<file path="config.mk">
export PLATFORM = sky130hd
export DESIGN_NAME = uart_rx_fifo
export DESIGN_NICKNAME = d
export VERILOG_FILES = /design/src/rtl/uart_rx_fifo.sv
export SDC_FILE = /design/constraint.sdc
export NUM_CORES = 1
export LEC_CHECK = 0
export CORE_MARGIN = 5
export CORE_UTILIZATION = 30
export DETAILED_ROUTE_END_ITERATION = 10
export GPL_TIMING_DRIVEN = 0
export HOLD_SLACK_MARGIN = 0.15
export PLACE_DENSITY_LB_ADDON = 0.25
export SETUP_SLACK_MARGIN = 0.5
export SYNTH_ARGS = -nofsm -noshare
export SYNTH_HDL_FRONTEND = slang
export SYNTH_SLANG_ARGS = --single-unit
export TNS_END_PERCENT = 100
</file>
<file path="constraint.sdc">
create_clock -name clk -period 5.7 [get_ports clk]
set_input_delay 0.57 -clock clk [delete_from_list [all_inputs] [get_ports clk]]
set_output_delay 0.57 -clock clk [all_outputs]
set_load 0.03 [all_outputs]
</file>
<file path="src/rtl/uart_rx_fifo.sv">
// Receive buffer behind the UART receiver: circular FIFO with a first-word-fall-through read port,
// registered occupancy/status flags and a sticky overflow flag for bytes dropped while full.
module uart_rx_fifo #(
  parameter int unsigned DBITS    = 8,
  parameter int unsigned ADDR_W   = 4,
  parameter int unsigned AF_LEVEL = 12
) (
  input  logic              clk,
  input  logic              reset,
  input  logic [DBITS-1:0]  wr_data,
  input  logic              wr_tick,
  input  logic              rd,
  output logic [DBITS-1:0]  rd_data,
  output logic              empty,
  output logic              full,
  output logic              almost_full,
  output logic [ADDR_W:0]   level,
  output logic              overflow,
  input  logic              clr_ovf
);

  localparam int unsigned Depth = 2 ** ADDR_W;
  localparam logic [ADDR_W:0] DepthLvl = (ADDR_W + 1)'(Depth);
  localparam logic [ADDR_W:0] AfLvl    = (ADDR_W + 1)'(AF_LEVEL);

  logic [DBITS-1:0]  mem_q [Depth];
  logic [ADDR_W-1:0] wr_ptr_q, wr_ptr_d;
  logic [ADDR_W-1:0] rd_ptr_q, rd_ptr_d;
  logic [ADDR_W:0]   level_q, level_d;
  logic              empty_q, empty_d;
  logic              full_q, full_d;
  logic              af_q, af_d;
  logic              ovf_q, ovf_d;

  logic              wr_accept;
  logic              rd_accept;
  logic              wr_drop;

  // A write into a full buffer still lands when the head is popped in the same cycle.
  assign wr_accept = wr_tick & (~full_q | rd);
  assign rd_accept = rd & ~empty_q;
  assign wr_drop   = wr_tick & full_q & ~rd;

  always_comb begin
    wr_ptr_d = wr_ptr_q;
    rd_ptr_d = rd_ptr_q;
    level_d  = level_q;
    if (wr_accept) begin
      wr_ptr_d = wr_ptr_q + 1'b1;
    end
    if (rd_accept) begin
      rd_ptr_d = rd_ptr_q + 1'b1;
    end
    unique case ({wr_accept, rd_accept})
      2'b10:   level_d = level_q + 1'b1;
      2'b01:   level_d = level_q - 1'b1;
      default: level_d = level_q;
    endcase
    empty_d = (level_d == '0);
    full_d  = (level_d == DepthLvl);
    af_d    = (level_d >= AfLvl);
    // Set has priority over clear.
    if (wr_drop) begin
      ovf_d = 1'b1;
    end else if (clr_ovf) begin
      ovf_d = 1'b0;
    end else begin
      ovf_d = ovf_q;
    end
  end

  always_ff @(posedge clk) begin
    if (reset) begin
      wr_ptr_q <= '0;
      rd_ptr_q <= '0;
      level_q  <= '0;
      empty_q  <= 1'b1;
      full_q   <= 1'b0;
      af_q     <= 1'b0;
      ovf_q    <= 1'b0;
    end else begin
      wr_ptr_q <= wr_ptr_d;
      rd_ptr_q <= rd_ptr_d;
      level_q  <= level_d;
      empty_q  <= empty_d;
      full_q   <= full_d;
      af_q     <= af_d;
      ovf_q    <= ovf_d;
    end
  end

  // Storage is deliberately left unreset.
  always_ff @(posedge clk) begin
    if (!reset && wr_accept) begin
      mem_q[wr_ptr_q] <= wr_data;
    end
  end

  assign rd_data     = empty_q ? '0 : mem_q[rd_ptr_q];
  assign empty       = empty_q;
  assign full        = full_q;
  assign almost_full = af_q;
  assign level       = level_q;
  assign overflow    = ovf_q;

endmodule

</file>
==> run_results.csv <==
group,metric,value,unit
outcome,status,"finished clean",
final_layout,design_area,7090,um2
critical_path,r2r_end,"almost_full",
critical_path,criticalPathCategory,"flip-flop to output port",
critical_path,crit_fanout,10,
grt,grtUsageTotal,0.117,
route,ant_nets,0,
floorplan,start_util,0.305,
clocking,clk-insertion-delay-late,0.42,ns
hold_path,hold_class,"flip-flop to flip-flop",
power,switching_share,0.260,
timing,setup_slack,1.90,ns
timing,setup_viol,0,
power,pwr_density_cell,373,nW/um2
synth,yosysUniqueCellTypes,38,
critical_path,startpoint_type,"flip-flop",
power,switchingPower,0.688,mW
synth,synth_warnings,0,
floorplan,io_pins,30,
route,vias,2953,
critical_path,r2r_start,"empty",
grt,antenna_found_initial,0,
timing,clock_skew,0.00972,ns
critical_path,end_kind,"output port",
timing,slew_headroom,0.442,
synth,synthSimpleGateAreaFrac,0.0597,
clocking,cts_setup_buffers,0,
synth,yosys-top-cells-area,"edfxtp_1, mux4_2, dfxtp_1",
timing,fin_crit,3.80,ns
route,drtIter0Drc,174,
clocking,cts_root_buffer,"clkbuf_16",
synth,syn_nets,331,
route,viasPerCell,4.64,
grt,grt_start_max_net_pins,17,
power,pwr-share-seq,0.467,
power,leakagePower,2.22,nW
floorplan,row_count,51,
clocking,cts_made_buffers,17,
place,detailedPlace.worstSlack,2.24,ns
place,place.gp.congestion,0.805,
critical_path,rrSetupSlack,2.81,ns
floorplan,die_h,151,um
power,irDropWorstVdd,223,uV
final_layout,drive_gt1_frac,0.202,
timing,tightestPinTransition,0.836,ns
route,dr.pass1.iters,4,
job,drv_cap,0,
synth,synth-compound-area-share,0.0169,
synth,synth_top_cell_by_area,"edfxtp_1",
critical_path,endpoint,"rd_data[7]",
timing,hold_viol,0,
synth,syn_area_per_cell,19.1,um2
final_layout,antenna_cells,0,
synth,synth-adder-area-share,0.0169,
clocking,clkTransAtPathRegs,0.06,ns
place,portBuffers,29,
clocking,ctsResizeCount,0,
floorplan,fp.coreArea,19500,um2
power,combPwrFrac,0.156,
grt,gr-total-overflow,0,
timing,max_freq,0.263,GHz
synth,synth_xor_area_frac,0.0148,
clocking,htreeDepth,4,
power,p_total,2.64,mW
synth,seq_area_frac_synth,0.718,
synth,netlist_area,5940,um2
route,drc,0,
power,internal-power,1.96,mW
timing,fin_tns_setup,0,ns
grt,grt_pass1_vias,3077,
clocking,cts_max_path_buffers,2,
critical_path,r2r_cells,11,
timing,maxSlewViolCount,0,
clocking,tritoncts,"built",
synth,yosysTopAreaCellShare,0.648,
final_layout,area_delta_synth_final,19.4,%
route,routed_wl,12300,um
final_layout,nets,379,
synth,muxShareOfSynthArea,0.157,
critical_path,required,5.13,ns
timing,rsz0062_at_grt,"false",
synth,syn-instance-count,310,
grt,grt_pass1_wl,18900,um
floorplan,die_x,151,um
power,clock_power_share,0.377,
critical_path,worstPathArrival,3.23,ns
clocking,cts_hold_buf,0,
place,place_area,6560,um2
final_layout,fin_util,0.364,
route,wl_per_cell,19.3,um
timing,fin_crit_sh,0.667,
place,hpwlAfterDp,8130,um
clocking,clock_sinks,149,
synth,ys_seq_elements,149,
floorplan,dieArea,22700,um2
synth,synth_top_family_by_area,"multiplexers",
## stage by stage
stage | hold slack, ns | std cells
after floorplan | 0.482 | 310
after global placement | 0.461 | 604
after detailed placement | 0.464 | 604
after CTS | 0.482 | 636
after global routing | 0.498 | 636
final | 0.474 | 636
## placed cells by master, fill, tap and decap left out, types with 2 or more instances in the layout
cell | synthesis | final
nor2b_1 | 10 | 10
o21ai_0 | 2 | 2
buf_1 | 5 | 5
buf_6 | 3 | 3
o21ai_1 | 2 | 2
a21oi_1 | 5 | 5
nand2_1 | 4 | 4
edfxtp_1 | 128 | 128
xnor2_1 | 3 | 3
clkinvlp_4 | 0 | 5
nand3_1 | 5 | 5
clkbuf_16 | 0 | 17
clkinv_2 | 0 | 3
dfxtp_1 | 21 | 21
nand3b_1 | 2 | 2
inv_6 | 0 | 4
mux2i_1 | 3 | 3
clkdlybuf4s50_1 | 0 | 29
and2_1 | 12 | 12
nor2_1 | 16 | 16
mux4_2 | 40 | 40
nand2b_1 | 3 | 3
clkinv_1 | 0 | 2
and3_1 | 4 | 4
xor2_1 | 7 | 7
clkbuf_1 | 7 | 7
inv_1 | 3 | 3
nor4b_1 | 2 | 2
ha_1 | 8 | 8
## flip-flops by register name (all words and copies together) (netlist names), named ones only
name,flops
almost_full,1
empty,1
full,1
level,5
mem_q,128
overflow,1
rd_ptr_q,4
wr_ptr_q,4
## power by group through the flow
| stage | registers (mW) | clock network (mW) | logic, mW |
|---|---|---|---|
| after floorplan | 1.28 | 0 | 0.256 |
| after global placement | 1.26 | 0 | 0.413 |
| after detailed placement | 1.26 | 0 | 0.419 |
| after CTS | 1.24 | 1.02 | 0.421 |
| after global routing | 1.24 | 1.07 | 0.446 |
| final | 1.24 | 0.997 | 0.411 |
## worst min path at each step
| stage | startpoint | endpoint | slack [ns] | cells past startpoint |
|---|---|---|---|---|
| after global routing | overflow | overflow | 0.50 | 2 |
| after global placement | overflow | overflow | 0.46 | 2 |
| after detailed placement | overflow | overflow | 0.46 | 2 |
| final | overflow | overflow | 0.47 | 2 |
| after floorplan | wr_ptr_q[1] | wr_ptr_q[1] | 0.48 | 2 |
| after CTS | overflow | overflow | 0.48 | 2 |
## critical path, cell delays in order, from the launching register on
cell and delay (ns):
dfxtp_1 0.45, buf_1 0.67, mux4_2 0.43, mux4_2 0.48, nor2b_1 0.16, clkdlybuf4s50_1 0.63
## per-layer routing
layer	GRT usage	part of all wire	wire (um)
met3	0.0370	0.043	532
met4	0.0313	0.0087	107
met2	0.194	0.50	6160
met5	0	0	0
met1	0.150	0.45	5460
## final cells by class
| cell class | instances | area [um2] |
|---|---|---|
| buffer | 16 | 83.8 |
| timing repair buffer | 29 | 290 |
| clock buffer | 17 | 425 |
| fill | 1825 | 12400 |
| clock inverter | 15 | 104 |
| sequential | 149 | 4260 |
| tap | 265 | 332 |
| multi-input combinational | 141 | 1570 |
| inverter | 4 | 15.0 |
## synthesized netlist by cell type
master and count:
nor4_1 1, a21o_1 1, nand2b_1 3, buf_1 5, nor4b_1 2, xnor2_1 3, clkbuf_1 7, or2_1 1
and3_1 4, and2_1 12, o211ai_1 1, o31a_1 1, edfxtp_1 128, nand3_1 5, mux2i_1 3, nand3b_1 2
xor2_1 7, o21ai_1 2, nor2b_1 10, a41o_1 1, buf_2 1, inv_2 1, ha_1 8, nand4_1 1
nand2_1 4, o22ai_1 1, or3_1 1, nor4bb_1 1, a22o_1 1, a21oi_1 5, buf_6 3, dfxtp_1 21
nor2_1 16, mux4_2 40, inv_1 3, a31oi_1 1, o21ai_0 2, nor3_1 1
## kinds of logic after synthesis
family | Yosys count
buffers and inverters | 20
flip-flops | 149
AND/OR/NAND/NOR | 64
XOR/XNOR | 10
AO/OA/AOI/OAI | 16
adder cells (fa/ha/maj) | 8
multiplexers | 43
Power figures use the tool's default switching activity.
